**config.mk**
```make
export PLATFORM = sky130hd
export DESIGN_NAME = draw_ball_pipe_flat
export DESIGN_NICKNAME = d
export VERILOG_FILES = /design/src/rtl/draw_pkg.sv /design/src/rtl/draw_ball_pipe_if.sv /design/src/rtl/draw_ball_pipe_dist.sv /design/src/rtl/draw_ball_pipe.sv /design/src/flat_wrapper.sv
export SDC_FILE = /design/constraint.sdc
export NUM_CORES = 2
export LEC_CHECK = 0
export CAP_MARGIN = 10
export CORE_ASPECT_RATIO = 2
export CORE_MARGIN = 3
export CORE_UTILIZATION = 54
export CTS_BUF_LIST = sky130_fd_sc_hd__clkbuf_4 sky130_fd_sc_hd__clkbuf_8
export CTS_CLUSTER_DIAMETER = 120
export DETAILED_ROUTE_END_ITERATION = 12
export PLACE_DENSITY = 0.71
export RECOVER_POWER = 100
export SETUP_SLACK_MARGIN = 0.05
export SLEW_MARGIN = 40
export SYNTH_ARGS = -nofsm -noshare
export SYNTH_HDL_FRONTEND = slang
export SYNTH_SLANG_ARGS = --single-unit
```
**constraint.sdc**
```tcl
create_clock -name clk -period 15.3 [get_ports clk]
set_input_delay 3.825 -clock clk [delete_from_list [all_inputs] [get_ports clk]]
set_output_delay 3.825 -clock clk [all_outputs]
set_load 0.01 [all_outputs]
```
**src/rtl/draw_pkg.sv**
```systemverilog
// Shared constants and helpers for the Arkanoid renderers (ball, brick, paddle).
package draw_pkg;

    localparam int unsigned SHAPE_DISC = 0;
    localparam int unsigned SHAPE_RING = 1;

    localparam int unsigned DEF_CNT  = 3;
    localparam int unsigned DEF_HW   = 12;
    localparam int unsigned DEF_VW   = 11;
    localparam int unsigned DEF_PW   = 10;
    localparam int unsigned DEF_RW   = 6;
    localparam int unsigned DEF_COLW = 3;

    // Index width for n objects: clog2 with a floor of one bit.
    function automatic int unsigned idx_width(input int unsigned n);
        return (n <= 1) ? 1 : $clog2(n);
    endfunction

    // Signed width able to hold any pixel-minus-centre difference.
    function automatic int unsigned diff_width(input int unsigned hw, input int unsigned vw);
        return ((hw > vw) ? hw : vw) + 2;
    endfunction

endpackage

```
**src/rtl/draw_ball_pipe_if.sv**
```systemverilog
// Pixel/ball-state bus between the VGA timing path and the ball renderer.
interface draw_ball_pipe_if
    import draw_pkg::*;
#(
    parameter int unsigned CNT  = DEF_CNT,
    parameter int unsigned HW   = DEF_HW,
    parameter int unsigned VW   = DEF_VW,
    parameter int unsigned PW   = DEF_PW,
    parameter int unsigned RW   = DEF_RW,
    parameter int unsigned COLW = DEF_COLW
);
    localparam int unsigned IW = idx_width(CNT);

    logic                  frame_start;
    logic                  pix_valid;
    logic [HW-1:0]         hcounter;
    logic [VW-1:0]         vcounter;
    logic [CNT*PW-1:0]     xs;
    logic [CNT*PW-1:0]     ys;
    logic [CNT*RW-1:0]     sizes;
    logic [CNT*COLW-1:0]   colors;
    logic [CNT-1:0]        balls;
    logic                  out_valid;
    logic                  v;
    logic [COLW-1:0]       rgb;
    logic [IW-1:0]         hit_idx;

    modport master (
        output frame_start, pix_valid, hcounter, vcounter, xs, ys, sizes, colors, balls,
        input  out_valid, v, rgb, hit_idx
    );

    modport slave (
        input  frame_start, pix_valid, hcounter, vcounter, xs, ys, sizes, colors, balls,
        output out_valid, v, rgb, hit_idx
    );

endinterface

```
**src/rtl/draw_ball_pipe_dist.sv**
```systemverilog
// Per-ball distance pipeline: stage 1 differences/radii, stage 2 squared distance.
module ball_dist_pipe
    import draw_pkg::*;
#(
    parameter int unsigned HW = DEF_HW,
    parameter int unsigned VW = DEF_VW,
    parameter int unsigned PW = DEF_PW,
    parameter int unsigned RW = DEF_RW
) (
    input  logic                      clk,
    input  logic                      rst,
    input  logic [HW-1:0]             i_h,
    input  logic [VW-1:0]             i_v,
    input  logic [PW-1:0]             i_x,
    input  logic [PW-1:0]             i_y,
    input  logic [RW-1:0]             i_size,
    output logic [2*diff_width(HW, VW)-1:0] o_d2,
    output logic [2*RW-1:0]           o_r2,
    output logic signed [2*RW:0]      o_inner
);
    localparam int unsigned CW  = diff_width(HW, VW);
    localparam int unsigned D2W = 2 * CW;

    logic signed [CW-1:0]   w_dx, w_dy;
    logic [RW-1:0]          w_size_m1;
    logic [2*RW-1:0]        w_r2, w_inner_sq;
    logic signed [2*RW:0]   w_inner;

    logic signed [CW-1:0]   r_dx, r_dy;
    logic [2*RW-1:0]        r_r2;
    logic signed [2*RW:0]   r_inner;

    logic signed [D2W-1:0]  w_dx_ext, w_dy_ext, w_dx2, w_dy2;
    logic [D2W-1:0]         w_d2;

    logic [D2W-1:0]         r_d2;
    logic [2*RW-1:0]        r_r2_p2;
    logic signed [2*RW:0]   r_inner_p2;

    // Stage 1 arithmetic: zero-extended operands give signed, non-wrapping differences.
    always_comb begin
        w_dx       = $signed(CW'(i_h)) - $signed(CW'(i_x));
        w_dy       = $signed(CW'(i_v)) - $signed(CW'(i_y));
        w_size_m1  = i_size - RW'(1);
        w_r2       = (2*RW)'(i_size) * (2*RW)'(i_size);
        w_inner_sq = (2*RW)'(w_size_m1) * (2*RW)'(w_size_m1);
        w_inner    = (i_size != '0) ? $signed({1'b0, w_inner_sq}) : '1;
    end

    // Stage 1 registers.
    always_ff @(posedge clk or posedge rst) begin
        if (rst) begin
            r_dx    <= '0;
            r_dy    <= '0;
            r_r2    <= '0;
            r_inner <= '0;
        end else begin
            r_dx    <= w_dx;
            r_dy    <= w_dy;
            r_r2    <= w_r2;
            r_inner <= w_inner;
        end
    end

    // Stage 2 arithmetic: full-width sum of squares.
    always_comb begin
        w_dx_ext = {{CW{r_dx[CW-1]}}, r_dx};
        w_dy_ext = {{CW{r_dy[CW-1]}}, r_dy};
        w_dx2    = w_dx_ext * w_dx_ext;
        w_dy2    = w_dy_ext * w_dy_ext;
        w_d2     = $unsigned(w_dx2) + $unsigned(w_dy2);
    end

    // Stage 2 registers.
    always_ff @(posedge clk or posedge rst) begin
        if (rst) begin
            r_d2       <= '0;
            r_r2_p2    <= '0;
            r_inner_p2 <= '0;
        end else begin
            r_d2       <= w_d2;
            r_r2_p2    <= r_r2;
            r_inner_p2 <= r_inner;
        end
    end

    assign o_d2    = r_d2;
    assign o_r2    = r_r2_p2;
    assign o_inner = r_inner_p2;

endmodule

```
**src/rtl/draw_ball_pipe.sv**
```systemverilog
// Three-stage ball renderer: frame-snapshotted ball state, per-ball distance, priority mux.
module draw_ball_pipe
    import draw_pkg::*;
#(
    parameter int unsigned CNT   = DEF_CNT,
    parameter int unsigned HW    = DEF_HW,
    parameter int unsigned VW    = DEF_VW,
    parameter int unsigned PW    = DEF_PW,
    parameter int unsigned RW    = DEF_RW,
    parameter int unsigned COLW  = DEF_COLW,
    parameter int unsigned SHAPE = SHAPE_DISC
) (
    input  logic            clk,
    input  logic            rst,
    draw_ball_pipe_if.slave bus
);
    localparam int unsigned IW  = idx_width(CNT);
    localparam int unsigned D2W = 2 * diff_width(HW, VW);

    logic [CNT*PW-1:0]    r_xs, r_ys;
    logic [CNT*RW-1:0]    r_sizes;
    logic [CNT*COLW-1:0]  r_colors;
    logic [CNT-1:0]       r_balls;

    logic [1:0]           r_vld;
    logic [CNT-1:0]       r_en_p1, r_en_p2;
    logic [CNT*COLW-1:0]  r_col_p1, r_col_p2;

    logic [D2W-1:0]        w_d2    [CNT];
    logic [2*RW-1:0]       w_r2    [CNT];
    logic signed [2*RW:0]  w_inner [CNT];

    logic                 w_any;
    logic [IW-1:0]        w_idx;
    logic [COLW-1:0]      w_rgb;

    logic                 r_out_valid, r_v;
    logic [COLW-1:0]      r_rgb;
    logic [IW-1:0]        r_hit_idx;

    // Shadow ball state, refreshed only on frame_start.
    always_ff @(posedge clk or posedge rst) begin
        if (rst) begin
            r_xs     <= '0;
            r_ys     <= '0;
            r_sizes  <= '0;
            r_colors <= '0;
            r_balls  <= '0;
        end else if (bus.frame_start) begin
            r_xs     <= bus.xs;
            r_ys     <= bus.ys;
            r_sizes  <= bus.sizes;
            r_colors <= bus.colors;
            r_balls  <= bus.balls;
        end
    end

    // Valid bits plus enables/colours that travel with each pixel, so a mid-flight snapshot cannot leak in.
    always_ff @(posedge clk or posedge rst) begin
        if (rst) begin
            r_vld    <= '0;
            r_en_p1  <= '0;
            r_en_p2  <= '0;
            r_col_p1 <= '0;
            r_col_p2 <= '0;
        end else begin
            r_vld    <= {r_vld[0], bus.pix_valid};
            r_en_p1  <= r_balls;
            r_en_p2  <= r_en_p1;
            r_col_p1 <= r_colors;
            r_col_p2 <= r_col_p1;
        end
    end

    // One distance pipeline per ball.
    for (genvar g = 0; g < CNT; g++) begin : g_ball
        ball_dist_pipe #(.HW(HW), .VW(VW), .PW(PW), .RW(RW)) u_dist (
            .clk     (clk),
            .rst     (rst),
            .i_h     (bus.hcounter),
            .i_v     (bus.vcounter),
            .i_x     (r_xs[g*PW +: PW]),
            .i_y     (r_ys[g*PW +: PW]),
            .i_size  (r_sizes[g*RW +: RW]),
            .o_d2    (w_d2[g]),
            .o_r2    (w_r2[g]),
            .o_inner (w_inner[g])
        );
    end

    // Stage 3 hit test; scanning downward lets the lowest hitting index win.
    always_comb begin
        w_any = 1'b0;
        w_idx = '0;
        w_rgb = '0;
        for (int i = int'(CNT) - 1; i >= 0; i--) begin
            logic                 l_le, l_gt;
            logic signed [D2W:0]  l_inner_ext;
            l_inner_ext = {{(D2W-2*RW){w_inner[i][2*RW]}}, w_inner[i]};
            l_le        = w_d2[i] <= D2W'(w_r2[i]);
            l_gt        = $signed({1'b0, w_d2[i]}) > l_inner_ext;
            if (r_en_p2[i] && l_le && ((SHAPE != SHAPE_RING) || l_gt)) begin
                w_any = 1'b1;
                w_idx = IW'(i);
                w_rgb = r_col_p2[i*COLW +: COLW];
            end
        end
    end

    // Output registers; pixel outputs are held at zero whenever out_valid is low.
    always_ff @(posedge clk or posedge rst) begin
        if (rst) begin
            r_out_valid <= 1'b0;
            r_v         <= 1'b0;
            r_rgb       <= '0;
            r_hit_idx   <= '0;
        end else begin
            r_out_valid <= r_vld[1];
            r_v         <= r_vld[1] & w_any;
            r_rgb       <= r_vld[1] ? w_rgb : '0;
            r_hit_idx   <= r_vld[1] ? w_idx : '0;
        end
    end

    assign bus.out_valid = r_out_valid;
    assign bus.v         = r_v;
    assign bus.rgb       = r_rgb;
    assign bus.hit_idx   = r_hit_idx;

endmodule

```
**src/flat_wrapper.sv**
```systemverilog
// flat-port wrapper written by rule: the top's interface ports become plain ports
module draw_ball_pipe_flat import draw_pkg::*;
#(
    parameter int unsigned CNT   = DEF_CNT,
    parameter int unsigned HW    = DEF_HW,
    parameter int unsigned VW    = DEF_VW,
    parameter int unsigned PW    = DEF_PW,
    parameter int unsigned RW    = DEF_RW,
    parameter int unsigned COLW  = DEF_COLW,
    parameter int unsigned SHAPE = SHAPE_DISC
)
  (clk, rst, bus_frame_start, bus_pix_valid, bus_hcounter, bus_vcounter, bus_xs, bus_ys, bus_sizes, bus_colors, bus_balls, bus_out_valid, bus_v, bus_rgb, bus_hit_idx);
  draw_ball_pipe_if #(.CNT(CNT), .HW(HW), .VW(VW), .PW(PW), .RW(RW), .COLW(COLW)) bus_i ();
  input  logic clk;
  input  logic rst;
  input wire logic [$bits(bus_i.frame_start)-1:0] bus_frame_start;
  input wire logic [$bits(bus_i.pix_valid)-1:0] bus_pix_valid;
  input wire logic [$bits(bus_i.hcounter)-1:0] bus_hcounter;
  input wire logic [$bits(bus_i.vcounter)-1:0] bus_vcounter;
  input wire logic [$bits(bus_i.xs)-1:0] bus_xs;
  input wire logic [$bits(bus_i.ys)-1:0] bus_ys;
  input wire logic [$bits(bus_i.sizes)-1:0] bus_sizes;
  input wire logic [$bits(bus_i.colors)-1:0] bus_colors;
  input wire logic [$bits(bus_i.balls)-1:0] bus_balls;
  output wire logic [$bits(bus_i.out_valid)-1:0] bus_out_valid;
  output wire logic [$bits(bus_i.v)-1:0] bus_v;
  output wire logic [$bits(bus_i.rgb)-1:0] bus_rgb;
  output wire logic [$bits(bus_i.hit_idx)-1:0] bus_hit_idx;
  assign bus_i.frame_start = bus_frame_start;
  assign bus_i.pix_valid = bus_pix_valid;
  assign bus_i.hcounter = bus_hcounter;
  assign bus_i.vcounter = bus_vcounter;
  assign bus_i.xs = bus_xs;
  assign bus_i.ys = bus_ys;
  assign bus_i.sizes = bus_sizes;
  assign bus_i.colors = bus_colors;
  assign bus_i.balls = bus_balls;
  assign bus_out_valid = bus_i.out_valid;
  assign bus_v = bus_i.v;
  assign bus_rgb = bus_i.rgb;
  assign bus_hit_idx = bus_i.hit_idx;
  draw_ball_pipe #(.CNT(CNT), .HW(HW), .VW(VW), .PW(PW), .RW(RW), .COLW(COLW), .SHAPE(SHAPE)) u_core (.clk(clk), .rst(rst), .bus(bus_i));
endmodule
```
==> run_results.csv <==
group,metric,value,unit
place,place_congestion,0.911,
run_status,failed_checks,"capacitance limit, slew limit",
layout,fin_cells,6542,
route,postRouteAntennaNets,0,
clocking,cts_buffers,57,
synth,synthCells,5217,
floorplan,ios,124,
synth,ys.flop_type,"dfrtp_1",
layout,design_area,54100,um^2
global_route,grt_pass1_vias,39400,
synth,syn_avg_cell_area,9.64,um^2
synth,syn_area,50300,um^2
place,preCtsSetupSlack,7570,ps
global_route,grt_use_total,24.8,%
clocking,cts.repair.resized,0,
clocking,h-tree-depth,2,
synth,synth_cell_types,70,
run_status,outcome,"complete, but fails checks",
critical_path,worstSetupStartpointType,"input pin",
timing,finClkSkew,32.8,ps
place,portBuffers,123,
timing,slew_violations,430,
clocking,clockBufferDepth,3,
synth,synth_nets,6760,
floorplan,dieHeight,438,um
timing,fin_crit_sh,61.8,%
route,drtPass1Iterations,5,
layout,synthToLayoutAreaGrowth,7.46,%
floorplan,die_x,222,um
job,maxCapViolations,7,
critical_path,cp.required,15870,ps
clocking,clock_latency,720,ps
timing,finalSetupTns,0,ps
layout,drive_above_1_share,3.14,%
layout,fillers,8030,
critical_path,critical_path.max_fanout,77,
route,avgRoutedWirePerCell,17.7,um
clocking,postCtsHoldBufs,0,
layout,nets,6844,
timing,worst_slew_pin_slew,4140,ps
floorplan,rows,157,
clocking,clock-sinks,348,
critical_path,cp.arrival,10010,ps
route,vias,34600,
place,dpl.hpwl,98500,um
layout,final_cell_mix,"inv_1 (1297), fa_1 (831), ha_1 (595)",
place,dp_cells,6433,
floorplan,core,91900,um^2
clocking,path_clk_slew,90,ps
global_route,grt_pass1_wl,190000,um
synth,async_flop_share,100,%
timing,rsz0062_at_grt,"false",
floorplan,fp.dieArea,97100,um^2
route,drt_iter0_markers,1418,
route,postRouteWirelength,115000,um
synth,yosysSeqAreaShare,17.3,%
route,via_per_inst,5.30,
clocking,cts_tree,"built",
synth,yosysWarnings,0,
clocking,clk_root_buffer_cell,"clkbuf_8",
critical_path,critPathKind,"in2reg",
global_route,antenna_found_initial,4,
timing,hold_viol,0,
global_route,overflow,0,
timing,setup_violations,0,
timing,timing.fmax,0.106,GHz
critical_path,worstSetupEndpointType,"flop",
global_route,grt_max_degree,87,
clocking,post_cts_buffers,0,
timing,fin_crit,9450,ps
min_path,hold_class,"reg2reg",
floorplan,start_util,54.7,%
synth,ys_seq_elements,348,
timing,slew_headroom,-176,%
synth,synth-edff-count,0,
place,placed_cell_area,52800,um^2
layout,final_common_cell,"inv_1",
route,drc,0,
timing,finalWorstSetupSlack,5850,ps
## per-stage QoR
stage | utilization [%] | hold slack (ps)
floorplan | - | 331
global placement | 57.3 | 332
detailed placement | 57.4 | 335
CTS | 58.9 | 323
global route | 58.8 | 342
finish | 58.8 | 321
## state kept, by name, indices dropped and copies added, names as in the netlist, 9 cells and up
name                       flops
u_core.g_ball.u_dist.o_d2     84
u_core.g_ball.u_dist.r_dx     39
u_core.g_ball.u_dist.r_dy     36
u_core.g_ball.u_dist.o_r2     33
u_core.g_ball.u_dist.r_r2     33
u_core.r_xs                   30
u_core.r_ys                   30
u_core.r_sizes                18
u_core.r_col_p1                9
u_core.r_col_p2                9
u_core.r_colors                9
## worst max-delay path, cell delays in order
cell      delay (ps)
clkbuf_1        2460
clkbuf_1        2630
nand2_1          770
o21ai_0          270
## cells in the mapped netlist, drive strengths merged (6+ instances only)
cell	instances	area, um^2
a21o	102	766
a31o	9	78.8
or3	10	62.6
and4	7	61.3
o21ai	157	786
ha	595	7440
o211ai	8	60.1
xnor2	213	1870
nor4	13	81.3
o21bai	29	218
a21oi	142	718
o21a	40	300
inv	1298	4870
a211o	6	52.6
buf	7	26.3
mux2	35	394
nor2	201	754
or2	11	68.8
fa	831	16600
nand3	20	100
a31oi	18	113
a211oi	20	150
and3	14	87.6
nand2	407	1530
xor2	85	744
clkbuf	102	383
nor3	27	135
nor2b	103	644
nand2b	37	231
dfrtp	348	8710
and2	209	1310
nand4	14	87.6
a21boi	28	210
## final cells by class
class | instances | area, um^2 | share of cell area (%)
Tap cell | 1192 | 1490 | 2.76
Timing Repair Buffer | 134 | 1320 | 2.43
Clock inverter | 26 | 317 | 0.586
Multi-Input combinational cell | 3462 | 36300 | 67.2
Inverter | 1298 | 4870 | 9.01
Antenna cell | 3 | 7.51 | 0.0139
Sequential cell | 348 | 8710 | 16.1
Clock buffer | 79 | 1030 | 1.91
## final timing paths
path / start / depth (start not counted) / slack (ps) / end
max in group asynchronous: rst / 3 / 6690 / u_core.r_xs[6]
worst max register to register: u_core.g_ball[1].u_dist.r_dx[1] / 30 / 7490 / u_core.g_ball[1].u_dist.o_d2[25]
worst min-delay path: u_core.g_ball[2].u_dist.r_r2[9] / 0 / 320 / u_core.g_ball[2].u_dist.o_r2[9]
min in group asynchronous: rst / 2 / 4030 / u_core.r_colors[7]
worst min register to register: u_core.g_ball[2].u_dist.r_r2[9] / 0 / 320 / u_core.g_ball[2].u_dist.o_r2[9]
worst max-delay path: bus_frame_start / 4 / 5850 / u_core.r_xs[21]
## routing by layer
metal  share of wire (%)  vias up  track usage (%)
met5                   0        -                0
met4                 7.2        0             14.9
met3                 2.9      396             2.59
met2                  59      688             51.1
met1                  31    17400             22.6
li1                    -    16100                -
## kinds of logic after synthesis
kind of cell	after synthesis	share of synthesized area [%]
simple gates	1089	10.5
compound gates	610	7.79
buf+inv	1407	10.5
fa+ha+maj	1426	47.9
xor+xnor	298	5.19
other cells	1	0.00745
mux	38	0.843
flops	348	17.3
Power is left out: the tool's default activity adds up to more than one toggle a clock period on the data nets, which glitch-free logic cannot reach.
==> edit, RTL diff (config.mk and constraints unchanged) <==
`r_dy` no longer has a reset.
--- a/src/rtl/draw_ball_pipe_dist.sv
+++ b/src/rtl/draw_ball_pipe_dist.sv
@@ -51,15 +51,17 @@
     always_ff @(posedge clk or posedge rst) begin
         if (rst) begin
             r_dx    <= '0;
-            r_dy    <= '0;
             r_r2    <= '0;
             r_inner <= '0;
         end else begin
             r_dx    <= w_dx;
-            r_dy    <= w_dy;
             r_r2    <= w_r2;
             r_inner <= w_inner;
         end
+    end
+
+    always_ff @(posedge clk) begin
+        r_dy <= w_dy;
     end
 
     // Stage 2 arithmetic: full-width sum of squares.
Behaviour: same outputs for any inputs over 4 cycles, from zero or initial values and one cycle with rst high; that may be too few to reach the edited logic, so the function may still have changed.
==> edit against the unedited design <==
- the flow still finishes with violations (max-capacitance violations, max-slew violations)
- design area shrank 0.49%
- die area shrank 0.31%
- register-to-register slack got worse by 330 ps
- synthesized cell count is 0.19% higher
- setup slack worse by 610 ps
- via count shrank 1.0%
- area after synthesis fell by 0.32%
- wire length increased by 0.57%
- largest cell class unchanged
- hold slack improved by 22 ps
- sequential cell count did not move
- fmax is 6.0% lower
Power is not shown: default switching activity piles up to over one toggle a cycle in this logic, so the estimate is an artifact.
==> edit: results (changes against the unedited design) <==
inverter count 1305 (was 1298); failing checks max-capacitance violations, max-slew violations (unchanged); Adder-Cell Fraction of Synth Area 48.02% (was 47.87%); Clock Pin Slew Worst Setup and Hold Paths 70 ps (was 90 ps); Top Layer Used met5 (was met4); vias per inst 5.239 (was 5.295); largest net degree at the start of global routing 119 (was 87); Final #Nets 6851 (was 6844); total number of sequential cells 348 (unchanged); sequential share of the synthesized area 17.01% (was 17.31%); R2R Path Start u_core.g_ball[2].u_dist.r_dx[3] (was u_core.g_ball[1].u_dist.r_dx[1]); antenna cells 1 (was 3); CTS Buf Count 56 (was 57); routability cong. 0.9555 (was 0.9110); via count of the first global-routing pass 38840 (was 39420); Slew Limit Fails 415 (was 430); Synth Area in Compound Gates 7.787% (was 7.789%); post-synthesis cell type count 67 (was 70); Setup Skew 48.67 ps (was 32.82 ps); Post-synth top cells 1305 x inv_1, 831 x fa_1, 595 x ha_1 (was 1298 x inv_1, 831 x fa_1, 595 x ha_1); FILL cells 7844 (was 8030); Routed WL per cell 17.74 um (was 17.65 um); reg2reg path depth 26 (was 30); clock-cell share of area 2.368% (was 2.493%); clock buffers 84 (was 79); GRT Overall Usage 25.06% (was 24.81%); area of the multi-input gates 36310 um^2 (was 36320 um^2); max cap viols 7 (unchanged); top area cells in the synthesized netlist fa_1 33%, dfrtp_1 16%, ha_1 15% (was fa_1 33%, dfrtp_1 17%, ha_1 15%); Data buffer area share 2.398% (was 2.435%); R2R Setup Slk 7160 ps (was 7490 ps); crit path DAT 10890 ps (was 10010 ps); fraction of layout cells with a size suffix above 1 3.176% (was 3.142%); ys flop type dfrtp_1 (unchanged); register area 8528 um^2 (was 8708 um^2); mux contribution to synthesized area 0.8458% (was 0.8431%); first-pass GRT wire length 192.8 mm (was 190.4 mm); Endpoint, Worst Hold u_core.g_ball[1].u_dist.o_r2[3] (was u_core.g_ball[2].u_dist.o_r2[9]); fraction of registers with async set/reset 89.66% (was 100.0%); Initial DRC Count 1166 (was 1418); min-delay src u_core.g_ball[1].u_dist.r_r2[3] (was u_core.g_ball[2].u_dist.r_r2[9]); Non-clk bufs 132 (was 134); Post-Synth XOR/XNOR Area 5.257% (was 5.188%); Crit Path Max Fanout 118 (was 77); reg-to-reg endpoint u_core.g_ball[2].u_dist.o_d2[25] (was u_core.g_ball[1].u_dist.o_d2[25]); wire length on met1 39.97 mm (was 35.35 mm); metal2 WL 64.93 mm (was 68.45 mm); Hold Crit Class flop to flop (unchanged); Yosys top cell area share 33.17% (was 33.07%); WL met3 3.232 mm (was 3.330 mm); result of the run finished, violations left (unchanged); worst skew pair latency 700 ps (was 720 ps)
-- edit: cell types whose count changed after synthesis, sizes merged, moves of 6 or more --
cell,change
dfxtp,+36
nand2,+6
a21oi,+14
inv,+7
nor2,-12
dfrtp,-36
-- edit: critical path: stages --
cell           delay [ps]
dlygate4sd3_1         560
clkinvlp_2           2970
clkbuf_1             2420
buf_4                 630
buf_12                280
-- edit: per-stage QoR --
stage	cells	hold WS, ps	cell area, um^2	setup WS [ps]
5_1_grt	6545	349.6	53800	3962
3_3_place_gp	6440	332.4	52530	7488
3_5_place_dp	6442	334.7	52590	7400
4_1_cts	6544	342.1	53860	7326
2_1_floorplan	5227	331.2	50150	2846
6_report	6545	343.3	53800	5244
-- edit: worst max path at each step --
stage                                          from                               end  slack [ps]  cells past startpoint
detailed placement  u_core.g_ball[1].u_dist.r_dx[3]  u_core.g_ball[1].u_dist.o_d2[27]        7400                     24
global route                                    rst   u_core.g_ball[2].u_dist.r_dx[6]        3960                      5
floorplan                                       rst             u_core.bus.hit_idx[0]        2850                      1
finish                                          rst   u_core.g_ball[2].u_dist.r_dx[6]        5240                      5
global placement    u_core.g_ball[1].u_dist.r_dx[3]  u_core.g_ball[1].u_dist.o_d2[27]        7490                     24
CTS                 u_core.g_ball[2].u_dist.r_dx[3]  u_core.g_ball[2].u_dist.o_d2[25]        7330                     26
-- edit: kinds of logic after synthesis --
kind of cell,after synthesis
adders and majority gates,1426
DFF,348
other,1
xor gates and xnor gates,301
muxes,38
and+or+nand+nor,1084
buffers and inverters,1414
AOI/OAI and AO/OA,615
-- edit: metal layers --
| layer | vias up | global-route usage, % |
|---|---|---|
| met5 | - | 0 |
| met4 | 4 | 14.07 |
| met3 | 298 | 2.358 |
| met2 | 594 | 49.14 |
| met1 | 17300 | 25.67 |
| li1 | 16090 | - |
